==> config.mk <==
export PLATFORM = sky130hd
export DESIGN_NAME = pwl_batch_framer
export DESIGN_NICKNAME = d
export VERILOG_FILES = /design/src/rtl/pwl_batch_framer.sv
export SDC_FILE = /design/constraint.sdc
export NUM_CORES = 2
export LEC_CHECK = 0
export ABC_CLOCK_PERIOD_IN_PS = 25700
export BUFFER_PORTS_ARGS = -buffer_cell sky130_fd_sc_hd__buf_2
export CORE_ASPECT_RATIO = 0.7
export CORE_MARGIN = 10
export CORE_UTILIZATION = 50
export DETAILED_ROUTE_END_ITERATION = 6
export PLACE_DENSITY = 0.66
export SYNTH_ARGS = -nofsm -noshare
export SYNTH_HDL_FRONTEND = slang
export SYNTH_MEMORY_MAX_BITS = 65536
export SYNTH_SLANG_ARGS = --single-unit
==> constraint.sdc <==
create_clock -name clk -period 25.7 [get_ports clk]
set_input_delay 7.71 -clock clk [delete_from_list [all_inputs] [get_ports clk]]
set_output_delay 7.71 -clock clk [all_outputs]
set_load 0.005 [all_outputs]
==> src/rtl/pwl_batch_framer.sv <==
// pwl_batch_framer: buffers pwl_generator batches into a backpressured stream tagged with period first/last markers
//   clk, rst (async, active-low)      clock and reset
//   clear                             sync clear of FIFO, framing index, period_count, overflow
//   batch_in, valid_batch_in          generator batch stream, no backpressure
//   pwl_wave_period, valid_*          batches per wave period
//   batch_out, batch_valid,
//   batch_ready, batch_first,
//   batch_last                        registered FWFT output with handshake and period tags
//   period_count                      saturating count of periods fully delivered
//   fifo_count                        entries held, output register included
//   overflow                          sticky, a batch was dropped on a full FIFO
module pwl_batch_framer #(
    parameter int SAMPLE_WIDTH     = 16,
    parameter int BATCH_SIZE       = 16,
    parameter int PWL_PERIOD_WIDTH = 32,
    parameter int FIFO_DEPTH       = 16,
    parameter int COUNT_WIDTH      = 32
) (
    input  logic                                 clk,
    input  logic                                 rst,
    input  logic                                 clear,
    input  logic [BATCH_SIZE*SAMPLE_WIDTH-1:0]   batch_in,
    input  logic                                 valid_batch_in,
    input  logic [PWL_PERIOD_WIDTH-1:0]          pwl_wave_period,
    input  logic                                 valid_pwl_wave_period,
    output logic [BATCH_SIZE*SAMPLE_WIDTH-1:0]   batch_out,
    output logic                                 batch_valid,
    input  logic                                 batch_ready,
    output logic                                 batch_first,
    output logic                                 batch_last,
    output logic [COUNT_WIDTH-1:0]               period_count,
    output logic [$clog2(FIFO_DEPTH):0]          fifo_count,
    output logic                                 overflow
);
    localparam int BW = BATCH_SIZE * SAMPLE_WIDTH;
    localparam int AW = $clog2(FIFO_DEPTH);
    localparam int CW = AW + 1;
    localparam logic [PWL_PERIOD_WIDTH-1:0] P_ONE = 1;

    logic [BW+1:0]               mem [FIFO_DEPTH];
    logic [AW-1:0]               wr_ptr, rd_ptr;
    logic [PWL_PERIOD_WIDTH-1:0] idx, p_q, eff_p;
    logic [CW-1:0]               mem_cnt;
    logic tag_first, tag_last, xfer, full, wr_ok, load, from_mem, mem_wr;

    // The period is sampled only at idx 0, so mid-period changes wait for the next period.
    assign eff_p     = (idx == '0) ? ((pwl_wave_period == '0) ? P_ONE : pwl_wave_period) : p_q;
    assign tag_first = valid_pwl_wave_period && idx == '0;
    assign tag_last  = valid_pwl_wave_period && idx == eff_p - P_ONE;
    assign xfer      = batch_valid && batch_ready;
    assign full      = fifo_count == CW'(FIFO_DEPTH);
    assign wr_ok     = valid_batch_in && (!full || xfer);
    assign load      = !batch_valid || xfer;
    // fifo_count includes the output register; the memory holds the rest.
    assign mem_cnt   = fifo_count - CW'(batch_valid);
    assign from_mem  = load && mem_cnt != '0;
    // With an empty memory, a batch arriving as the output frees bypasses straight into it.
    assign mem_wr    = wr_ok && !(load && mem_cnt == '0);

    always_ff @(posedge clk)
        if (rst && !clear && mem_wr)
            mem[wr_ptr] <= {batch_in, tag_first, tag_last};

    always_ff @(posedge clk or negedge rst) begin
        if (!rst) begin
            idx          <= '0;
            p_q          <= '0;
            wr_ptr       <= '0;
            rd_ptr       <= '0;
            fifo_count   <= '0;
            batch_out    <= '0;
            batch_valid  <= 1'b0;
            batch_first  <= 1'b0;
            batch_last   <= 1'b0;
            period_count <= '0;
            overflow     <= 1'b0;
        end else if (clear) begin
            idx          <= '0;
            p_q          <= '0;
            wr_ptr       <= '0;
            rd_ptr       <= '0;
            fifo_count   <= '0;
            batch_out    <= '0;
            batch_valid  <= 1'b0;
            batch_first  <= 1'b0;
            batch_last   <= 1'b0;
            period_count <= '0;
            overflow     <= 1'b0;
        end else begin
            // idx advances on every arriving batch, dropped ones included, to stay aligned with the generator.
            if (valid_batch_in) begin
                if (idx == '0)
                    p_q <= eff_p;
                idx <= (!valid_pwl_wave_period || tag_last) ? '0 : idx + P_ONE;
            end
            if (valid_batch_in && !wr_ok)
                overflow <= 1'b1;
            fifo_count <= fifo_count + CW'(wr_ok) - CW'(xfer);
            if (mem_wr)
                wr_ptr <= wr_ptr + AW'(1);
            if (from_mem)
                rd_ptr <= rd_ptr + AW'(1);
            if (load) begin
                batch_valid <= from_mem || wr_ok;
                if (from_mem)
                    {batch_out, batch_first, batch_last} <= mem[rd_ptr];
                else if (wr_ok)
                    {batch_out, batch_first, batch_last} <= {batch_in, tag_first, tag_last};
            end
            if (xfer && batch_last && period_count != '1)
                period_count <= period_count + COUNT_WIDTH'(1);
        end
    end
endmodule
==> metrics.cfg <==
[status]
status=complete, but fails checks
violations=slew limit

[floorplan]
die-area_um2=373000
die_y_um=514
die_w_um=726
row_count=181
core_area_um2=347000
start_util_pct=50.2
num_io_pins=591

[grt]
grt_max_degree=160
grt_pass1_wl_um=625000
grt_usage_pct=22.6
antenna_found_initial=82
overflow=0
grt_pass1_vias=86200

[setup_path]
r2r-start=rd_ptr[0]
worstSetupStartpointType=primary input
path_class=primary input to register
cpMaxStageDelayCell=nor2_4
timing.rr.end=batch_out[95]
cpMostUsedCell=buf_4
crit_path_end_kind=register
critPathLaunch=batch_ready
worstPathMaxFanout=58
critPathArrivalTime_ns=13.73
cp.required_ns=26.22
rrSetupSlack_ns=17.60
worstPathCellList=buf_2 > and2_1 > nor4_1 > nand2b_1 > a21oi_1 > and3_1 > nand2_1 > nor2_4 > buf_4 > buf_4 > buf_4
ff2ff_path_depth=10
slowest_delay_ns=0.97

[placement]
place_hpwl_um=243000
dp_slack_ns=11.64
placed_cells=12900
post_dp_cell_area_um2=183000
place.gp.congestion=0.873
io_buffers=590

[clocking]
htree_levels=5
clock_sinks=4497
cts_inserted_buffers=417
hold_buffers=0
insertion_delay_ns=0.96
cts_tree=built
cts_root_buf=clkbuf_16
post_cts_buffers=0
clk_path_buf_depth=4
cts-resized-gates=0
path_clk_slew_ns=0.06

[sta]
fin_setup_tns_ns=0
hold_violations=0
period_needed_ns=13.21
setup_slack_ns=12.49
rsz0062_at_grt=false
setup_viol=0
worstMarginPinSlew_ns=1.51
maxSlewViolCount=48
whs_ns=0.473
finalCritPeriodShare_pct=51.4
relSlewSlack_pct=-0.945
fmax_mhz=75.7
skew_ns=0.0692

[route]
drtAntennaViolNets=0
wirelength_um=427000
wl_per_cell_um=31.3
num_vias=85200
vias_per_cell=6.23
drtIter0Drc=10200
drc=0
first_pass_iters=5

[synth]
synth_enable_flop_cells=4128
synth_cell_types=77
ys_ff_latch=4497
synth.area.top_cells=edfxtp_1 (71%), mux4_2 (17%), dfrtp_1 (5.3%)
syn_nets=8226
synthCells=7914
ys_seq_area_share_pct=76.4
async_flop_share_pct=8.21
synth_warnings=0
synth_ff_type=edfxtp_1
avgSynthCellArea_um2=22.0
synth_top_area_share_pct=71.1
synth_area_leader_cell=edfxtp_1
synth.most_common_cell=edfxtp_1
synth_top_cells_by_count=edfxtp_1 (4128), mux4_2 (1290), nand2_1 (389), dfrtp_1 (369), clkbuf_1 (367)
syn_area_um2=174000

[cells_and_area]
drive_gt1_share_pct=29.8
syn_to_final_growth_pct=12.8
stdcell_count=13700
fill_cells=25400
multi_input_area_um2=39500
seqCellArea_um2=133000
nets=8936
design_area_um2=197000

[min_path]
holdPathEnd=batch_out[189]
hp-start=batch_out[189]
hold_path.class=register to register
hold_depth=2

[power]
peakVddDrop_uv=107
cellPowerDensity_nw_per_um2=95.9
p_leak_nw=63.6

[job]
maxCapViolCount=0

==> area by class of cell <==
type,count,share of cell area [%]
flip-flops and latches,4497,67.7
multi-input cells,2942,20.1
clock buffers,527,5.69
well taps,4666,2.97
repair buffers,741,2.22
clock inverters,245,1.22
inverters,25,0.0477
diodes,19,0.0242
==> placed cells by master (no fill, tap or decap), types with 36 or more instances in the layout <==
cell	instances
mux2i_1	272
buf_2	589
xor2_1	38
mux4_2	1290
nand4_1	47
edfxtp_1	4128
nor2_1	83
a21oi_1	77
clkbuf_16	422
o21ai_0	287
nand3_1	39
nor4_1	36
dfrtp_1	365
bufinv_16	40
clkinv_1	92
nand2_1	389
clkinv_2	81
clkbuf_1	81
buf_4	129
==> critical path: cells and delay by family <==
family,cells,cell delay (ns)
buffers and inverters,4,2.80
AND/OR/NAND/NOR,6,2.33
AO/OA/AOI/OAI,1,0.66
==> flip-flops by register name (all words and copies together) (netlist names) <==
name	count
rd_ptr	4
batch_out	256
wr_ptr	4
p_q	32
period_count	32
batch_last	1
idx	32
batch_first	1
fifo_count	5
overflow	1
mem	4128
batch_valid	1
==> cell families (layout without fill, tap and decap cells) <==
family	after synthesis	count (layout)	synth area share, %
adder cells (fa/ha/maj)	18	18	0.133
flip-flops	4497	4497	76.4
AO/OA/AOI/OAI	484	484	1.60
AND/OR/NAND/NOR	808	808	2.25
multiplexers	1564	1564	18.2
XOR/XNOR	68	68	0.350
other	0	19	0
buffers and inverters	475	1538	1.03
==> worst max-delay path by stage <==
stage / to / slack [ns]
after floorplan: mem[12][0] / 5.30
after global placement: mem[6][6] / 11.80
after detailed placement: mem[6][29] / 11.64
after CTS: mem[6][11] / 12.63
after global routing: mem[6][11] / 12.25
final: mem[6][11] / 12.49
==> metrics by stage <==
step | power [mW] | util (%)
floorplan | 11.4 | -
global placement | 12.9 | 52.7
detailed placement | 12.9 | 52.7
CTS | 19.1 | 56.6
global route | 19.6 | 56.6
finish | 18.9 | 56.6
==> layer usage <==
metal | part of all wire (%) | GRT usage [%] | vias to the layer above | wire (µm)
met5 | 0.073 | 0 | - | 312
met1 | 44 | 34.8 | 46000 | 186000
li1 | - | - | 34700 | -
met3 | 8.9 | 4.79 | 552 | 38200
met4 | 1.7 | 3.93 | 54 | 7390
met2 | 46 | 34.0 | 3818 | 195000
==> power breakdown <==
| part | switching [mW] | internal, mW | leakage, nW |
|---|---|---|---|
| sequential | 0.191 | 8.22 | 42.0 |
| combinational | 2.18 | 2.09 | 14.9 |
| clock | 2.69 | 3.49 | 6.67 |
(Power assumes the default switching activity.)
